### config.mk
export PLATFORM = sky130hd
export DESIGN_NAME = alu_seq
export DESIGN_NICKNAME = d
export VERILOG_FILES = /design/src/rtl/alu_seq.sv
export SDC_FILE = /design/constraint.sdc
export NUM_CORES = 2
export LEC_CHECK = 0
export ABC_AREA = 1
export CAP_MARGIN = 25
export CORE_MARGIN = 2
export CORE_UTILIZATION = 40
export DETAILED_ROUTE_END_ITERATION = 7
export MAX_ROUTING_LAYER = met4
export PLACE_DENSITY = 0.64
export RECOVER_POWER = 25
export SYNTH_ARGS = -nofsm -noshare
export SYNTH_HDL_FRONTEND = slang
export SYNTH_SLANG_ARGS = --single-unit
### constraint.sdc
create_clock -name clk -period 6.1 [get_ports clk]
set_input_delay 1.22 -clock clk [delete_from_list [all_inputs] [get_ports clk]]
set_output_delay 1.22 -clock clk [all_outputs]
set_load 0.02 [all_outputs]
### src/rtl/alu_seq.sv
// Sequential unsigned ALU: single-cycle ADD/SUB/MUL/MAC/ACC_CLR, iterative restoring DIV,
// valid/ready on both command and result, one operation in flight at a time.
module alu_seq #(
  parameter int WIDTH = 32,
  parameter int OP_W  = 3
) (
  input  logic             clk,
  input  logic             reset_n,
  input  logic             in_vld,
  output logic             in_rdy,
  input  logic [OP_W-1:0]  in_op,
  input  logic [WIDTH-1:0] in_a,
  input  logic [WIDTH-1:0] in_b,
  output logic             out_vld,
  input  logic             out_rdy,
  output logic [WIDTH-1:0] out_data,
  output logic [WIDTH-1:0] out_rem,
  output logic             out_err,
  output logic [WIDTH-1:0] acc_value
);

  localparam int CNT_W = (WIDTH > 2) ? $clog2(WIDTH) : 1;
  localparam logic [CNT_W-1:0] LAST_IT = CNT_W'(WIDTH - 1);

  localparam logic [OP_W-1:0] OP_ADD = OP_W'(0);
  localparam logic [OP_W-1:0] OP_SUB = OP_W'(1);
  localparam logic [OP_W-1:0] OP_MUL = OP_W'(2);
  localparam logic [OP_W-1:0] OP_DIV = OP_W'(3);
  localparam logic [OP_W-1:0] OP_MAC = OP_W'(4);
  localparam logic [OP_W-1:0] OP_CLR = OP_W'(5);

  typedef enum logic {S_IDLE, S_DIV_RUN} state_t;

  state_t           r_state;
  logic             r_out_vld;
  logic [WIDTH-1:0] r_out_data;
  logic [WIDTH-1:0] r_out_rem;
  logic             r_out_err;
  logic [WIDTH-1:0] r_acc;
  logic [WIDTH-1:0] r_rem;
  logic [WIDTH-1:0] r_quo;
  logic [WIDTH-1:0] r_div;
  logic [CNT_W-1:0] r_cnt;

  logic             w_accept;
  logic             w_div_start;
  logic [WIDTH-1:0] w_mul;
  logic [WIDTH-1:0] w_res_data;
  logic [WIDTH-1:0] w_res_rem;
  logic             w_res_err;
  logic             w_acc_we;
  logic [WIDTH-1:0] w_acc_nxt;
  logic [WIDTH:0]   w_shift;
  logic [WIDTH:0]   w_diff;
  logic             w_qbit;
  logic [WIDTH-1:0] w_rem_nxt;
  logic [WIDTH-1:0] w_quo_nxt;

  assign in_rdy      = (r_state == S_IDLE) & (~r_out_vld | out_rdy);
  assign w_accept    = in_vld & in_rdy;
  assign w_div_start = (in_op == OP_DIV) & (in_b != '0);
  assign w_mul       = in_a * in_b;

  assign out_vld   = r_out_vld;
  assign out_data  = r_out_data;
  assign out_rem   = r_out_rem;
  assign out_err   = r_out_err;
  assign acc_value = r_acc;

  // One restoring step: r_quo shifts the dividend out of its MSB and the quotient in at its LSB.
  assign w_shift   = {r_rem, r_quo[WIDTH-1]};
  assign w_diff    = w_shift - {1'b0, r_div};
  assign w_qbit    = ~w_diff[WIDTH];
  assign w_rem_nxt = w_qbit ? w_diff[WIDTH-1:0] : w_shift[WIDTH-1:0];
  assign w_quo_nxt = {r_quo[WIDTH-2:0], w_qbit};

  always_comb begin
    w_res_data = '0;
    w_res_rem  = '0;
    w_res_err  = 1'b0;
    w_acc_we   = 1'b0;
    w_acc_nxt  = r_acc;
    case (in_op)
      OP_ADD: w_res_data = in_a + in_b;
      OP_SUB: w_res_data = in_a - in_b;
      OP_MUL: w_res_data = w_mul;
      OP_DIV: begin
        w_res_data = '1;
        w_res_rem  = in_a;
        w_res_err  = 1'b1;
      end
      OP_MAC: begin
        w_acc_we   = 1'b1;
        w_acc_nxt  = r_acc + w_mul;
        w_res_data = w_acc_nxt;
      end
      OP_CLR: begin
        w_acc_we  = 1'b1;
        w_acc_nxt = '0;
      end
      default: w_res_err = 1'b1;
    endcase
  end

  always_ff @(posedge clk or negedge reset_n) begin
    if (!reset_n) begin
      r_state    <= S_IDLE;
      r_out_vld  <= 1'b0;
      r_out_data <= '0;
      r_out_rem  <= '0;
      r_out_err  <= 1'b0;
      r_acc      <= '0;
      r_rem      <= '0;
      r_quo      <= '0;
      r_div      <= '0;
      r_cnt      <= '0;
    end else begin
      if (r_out_vld && out_rdy) r_out_vld <= 1'b0;
      case (r_state)
        S_IDLE: begin
          if (w_accept) begin
            if (w_div_start) begin
              r_state <= S_DIV_RUN;
              r_rem   <= '0;
              r_quo   <= in_a;
              r_div   <= in_b;
              r_cnt   <= LAST_IT;
            end else begin
              r_out_vld  <= 1'b1;
              r_out_data <= w_res_data;
              r_out_rem  <= w_res_rem;
              r_out_err  <= w_res_err;
              if (w_acc_we) r_acc <= w_acc_nxt;
            end
          end
        end
        S_DIV_RUN: begin
          r_rem <= w_rem_nxt;
          r_quo <= w_quo_nxt;
          r_cnt <= r_cnt - 1'b1;
          // out_vld is already low here (in_rdy required it drained at accept), so no stall check.
          if (r_cnt == '0) begin
            r_state    <= S_IDLE;
            r_out_vld  <= 1'b1;
            r_out_data <= w_quo_nxt;
            r_out_rem  <= w_rem_nxt;
            r_out_err  <= 1'b0;
          end
        end
        default: r_state <= S_IDLE;
      endcase
    end
  end

endmodule

Word level (Yosys, flattened, before mapping)
Cells that the tools add are included.

Bits in registers: 200. Input bits: 71. Output and inout bits: 99.

$add $sub $neg: 5. Multiply operators: 1. Eq/ne operators: 9. Multiplexer cells: 36. Bitwise gates (word level): 8. Reductions and logical operators: 11.

Operators by type and width (number): 32-bit two-way mux (12); 32-bit case mux with 2 select lines (5); 32-bit case mux with 5 select lines (1); 32-bit adder (2); 33-bit by 32-bit subtractor with 33-bit output (1); 32-bit by 32-bit multiplier with 32-bit output (1); 32-bit nonzero test (1); 32-bit subtractor (1); 1-bit two-way mux (12); 5-bit two-way mux (2); 5-bit case mux with 2 select lines (1); 3-bit by 2-bit equality test with 1-bit output (second input constant) (2); 3-bit equality test (second input constant) (2); 2-bit inequality test (second input constant) (3); 1-bit case mux with 2 select lines (3); 3-bit AND reduction (2); 5-bit logical NOT (1); 5-bit AND reduction (1); 5-bit OR reduction (1); 5-bit by 1-bit subtractor with 5-bit output (second input constant) (1); 1-bit inverter (4); 1-bit bitwise AND (3); 3-bit by 1-bit equality test with 1-bit output (second input constant) (1); 3-bit logical NOT (1); 6 further kinds (6).

Depth between registers and ports, before layout
Word-level depth: 6. Depth in mapped cells: 47. Gate-level depth less buffers: 45.

Worst setup path after synthesis
Ideal clock, no wire load.

Path type: in2reg. Start point: in in_b[5]. End point: reg r_out_data[31] (netlist: out_data[31]). Arrival: 9.145 ns. Data required time: 6.027 ns. Slack: -3.118 ns. Stages: 40. Buffers on the path: 2. Cell sequence: clkbuf_1 buf_1 nand2_1 inv_1 fa_1 fa_1 fa_1 inv_1 fa_1 inv_1 fa_1 inv_1 fa_1 inv_1 fa_1 fa_1 ha_1 nand2_1 (+4 left out) o21ai_2 a21oi_1 or2_0 and2_1 ha_1 inv_1 nor3_1 nand4_1 or2_2 nand2_1 nand2_1 nand2_1 inv_1 nand3_1 nand3_1 nand2_1 nand2_1 a21oi_2.

Longest elaborated chain between the ends: 6. Elaborated cells on any way between the ends: 12.

Ends and longest elaborated chain: start, declared (RTL line 13) `input logic [WIDTH-1:0] in_b,`; 32-bit by 32-bit multiplier with 32-bit output (RTL line 62) `assign w_mul = in_a * in_b;`; 32-bit adder (RTL line 94) `w_acc_nxt = r_acc + w_mul;`; 32-bit case mux with 5 select lines (RTL line 83) `case (in_op)`; 32-bit two-way mux (RTL line 122) `if (w_div_start) begin`; 32-bit two-way mux (RTL line 121) `if (w_accept) begin`; 32-bit case mux with 2 select lines (RTL line 119) `case (r_state)`; end signal, assigned (RTL line 130) `r_out_data <= w_res_data;`; end signal, assigned (RTL line 145) `r_out_data <= w_quo_nxt;`; end, declared (RTL line 36) `logic [WIDTH-1:0] r_out_data;`.

Several ways; a longest one is shown, not always the timed one. The select of a mux whose other input is x is not followed. A chain may end at the register's enable or synchronous reset.

Worst setup path in the final report
Start point: in in_b[4]. End point: reg r_out_data[25] (netlist: out_data[25]).

The elaborated chain is that of the path after synthesis.

==> results.py <==
metrics = {
    "route": {
        "drt_wl_total_mm": 134,
        "num_vias": 31684,
        "via_per_inst": 5.24,
        "drc": 0,
        "wl_per_cell_um": 22.1,
        "drtIter0Drc": 2944,
        "first_pass_iters": 6,
        "final_antenna_net_count": 0,
    },
    "sta": {
        "fmax_ghz": 0.116,
        "skew_ps": 20.7,
        "relSlewSlack_pct": -83.1,
        "fin_ws_ps": -2500,
        "slew_violations": 203,
        "min_period_ps": 8600,
        "post-route-period-util_pct": 141,
        "setup_viol": 49,
        "hold_viol_final": 0,
        "worst_pin_slew_ps": 2750,
        "rsz0062_at_grt": "true",
    },
    "critical_path": {
        "cp_max_fo": 4,
        "cp-end-kind": "flip-flop",
        "start_kind": "input port",
        "cp.arrival_ps": 9000,
        "reg2reg_from": "r_quo[31]$_DFFE_PN0P_",
        "critical_path_required_ps": 6500,
        "r2r-end": "out_rem[20]$_DFFE_PN0P_",
        "r2r_setup_slack_ps": 2320,
        "slowest_delay_ps": 580,
        "worstSetupPathType": "input port to flip-flop",
        "cp_slowest_cell": "fa_1",
        "worst-r2r-cell-count": 19,
    },
    "finish": {
        "nFillCells": 7155,
        "fin_util_pct": 55.4,
        "multi_input_area_um2": 24600,
        "drive_gt1_share_pct": 25.9,
        "final_nets": 5675,
        "syn2layout_area_growth_pct": 37.7,
        "seqCellArea_um2": 5010,
    },
    "synthesis": {
        "ys_top_cells_by_area": "fa_1 (26%), dfrtp_1 (16%), nand2_1 (13%), inv_1 (12%), ha_1 (8.8%)",
        "synth_mux_area_share_pct": 0,
        "ys_seq_area_share_pct": 15.8,
        "yosys.area_share.adder_pct": 34.8,
        "yosys_warnings": 0,
        "synth_xor_area_share_pct": 3.07,
        "synth_ff_type": "dfrtp_1",
        "syn_inst": 4300,
        "synth_top_area_share_pct": 26.0,
        "async_flop_share_pct": 100,
        "synth_top_family_by_area": "adder cells",
        "yosysTopAreaCell": "fa_1",
        "synth.avg_cell_area_um2": 7.36,
        "synth_simple_gate_area_share_pct": 20.1,
        "synth_edf_count": 0,
        "synthDistinctLibCells": 64,
        "synthesis.area_um2": 31700,
        "synth-seq-cells": 200,
        "syn_nets": 5004,
        "synth_compound_area_share_pct": 11.6,
    },
    "run": {
        "maxCapViolCount": 2,
    },
    "floorplan": {
        "die_area_um2": 81400,
        "io_pins": 170,
        "rows": 103,
        "die_x_um": 285,
        "core_region_area_um2": 78700,
        "die_h_um": 285,
        "initial_core_util_pct": 40.2,
    },
    "grt": {
        "grt_first_pass_wirelength_mm": 197,
        "antenna_found_initial": 10,
        "grt_pass1_vias": 31772,
        "grt_usage_pct": 33.5,
        "grt_overflow": 0,
        "grt_max_degree": 105,
    },
    "run_status": {
        "status": "finished with violations",
        "violations": "capacitance limit, slew limit, setup timing",
    },
    "min_path": {
        "min_from": "out_data[1]$_DFFE_PN0P_",
        "whs_endpoint": "out_data[1]$_DFFE_PN0P_",
        "whs_path_depth": 2,
        "hold_class": "flip-flop to flip-flop",
    },
    "clock_tree": {
        "cts_root_buf": "clkbuf_16",
        "clock-sinks": 200,
        "cts.path.max_buffers": 2,
        "clk_latency_ps": 520,
        "numCtsBuffers": 17,
        "cts.htree.levels": 4,
        "cts_tree": "done",
        "postCtsHoldBufs": 0,
        "clk_pin_slew_ps": 80,
    },
    "place": {
        "gp_congestion": 1.02,
        "place_hpwl_mm": 99.3,
        "port_buffers": 169,
        "place_ws_ps": -3610,
    },
}
[area by class of cell]
cell class,instances,area share (%)
diodes,9,0.0517
clock buffers,17,0.976
clock inverters,15,0.442
inverters,991,8.56
multi-input cells,2903,56.5
flip-flops and latches,200,11.5
well taps,1050,3.01
repair buffers,858,18.9
[through the flow]
step                      hold slack [ps]  instance area (um^2)  setup TNS [ps]  instances
after global placement                455                 38700         -140790       5820
after detailed placement              469                 38700         -142120       5821
after floorplan                       452                 32400          -73060       4300
after global routing                  508                 43600         -104730       6041
after CTS                             489                 42600          -86700       6010
final                                 486                 43600          -91900       6043
[cells by family (layout without fill, tap and decap cells)]
group | after synthesis | in the layout
AOI/OAI and AO/OA | 618 | 618
xor gates and xnor gates | 111 | 111
other | 0 | 9
buffers and inverters | 1197 | 1881
adders and majority gates | 633 | 633
and+or+nand+nor | 1541 | 1541
DFF | 200 | 200
[sequential cells by signal (all words and copies together), names as in the netlist]
signal and flops:
acc_value 32, out_data 32, out_rem 32, r_div 32
r_quo 32, r_rem 32, r_cnt 5, out_err 1
out_vld 1, r_state 1
[critical path: cells and delay by family]
family / cells / cell delay (ps)
AO/OA/AOI/OAI: 7 / 1110
XOR/XNOR: 1 / 180
adder cells (fa/ha/maj): 10 / 4270
buffers and inverters: 10 / 790
AND/OR/NAND/NOR: 11 / 1400
[synth_stat cells, types with 3 or more instances]
| cell | n |
|---|---|
| clkbuf_1 | 119 |
| a21boi_1 | 14 |
| xnor2_1 | 54 |
| a21oi_2 | 3 |
| buf_2 | 41 |
| o211ai_2 | 4 |
| o21ai_0 | 187 |
| o31ai_1 | 4 |
| and2_1 | 3 |
| nor2_1 | 123 |
| buf_1 | 32 |
| fa_1 | 411 |
| inv_2 | 8 |
| o21bai_1 | 15 |
| nor4_1 | 15 |
| nand4_1 | 30 |
| nand3_1 | 184 |
| o221ai_1 | 5 |
| o211ai_1 | 9 |
| nand2_2 | 4 |
| o2111ai_1 | 6 |
| ha_1 | 222 |
| nor3_1 | 22 |
| nor3_2 | 4 |
| nand3b_1 | 5 |
| xor2_1 | 57 |
| dfrtp_1 | 200 |
| o21a_1 | 14 |
| o21ai_1 | 19 |
| o22ai_1 | 31 |
| buf_4 | 4 |
| a2bb2oi_1 | 26 |
| a21boi_0 | 18 |
| buf_6 | 9 |
| a21oi_1 | 197 |
| inv_1 | 982 |
| nand2_1 | 1105 |
| a31oi_1 | 38 |
| or2_2 | 31 |
| a21o_1 | 13 |
[metal layers]
layer	global-route usage, %	wire, um
met4	19.0	9030
met2	51.5	60800
met3	5.84	10400
met1	41.8	53400
met5	-	0
[how the worst max path moves through the flow]
stage	from	endpoint	slack, ps	cells past startpoint
after floorplan	in_b[7]	out_data[31]$_DFFE_PN0P_	-2450	38
after global placement	in_a[8]	out_data[27]$_DFFE_PN0P_	-3620	34
after detailed placement	in_a[8]	out_data[28]$_DFFE_PN0P_	-3610	35
after CTS	in_a[12]	out_data[31]$_DFFE_PN0P_	-2370	38
after global routing	in_b[4]	out_data[25]$_DFFE_PN0P_	-2750	39
final	in_b[4]	out_data[25]$_DFFE_PN0P_	-2500	39
[cells in the final DEF (no fill, tap or decap), types with 119 or more instances in the layout]
cell,instances
o21ai_0,139
inv_1,897
clkdlybuf4s50_1,119
dfrtp_1,199
a21oi_1,137
buf_4,535
ha_1,161
fa_1,366
nand3_1,167
nand2_1,1020
[repair_timing]
item,4_1_cts,5_1_grt
gates resized for setup,557,242
setup buffers,145,41
setup endpoints to repair,52,52
endpoints found under the hold margin,0,0
pin swaps,216,173
cloned,19,1
Power is left out: the tool's default activity adds up to more than one toggle a clock period on the data nets, which glitch-free logic cannot reach.
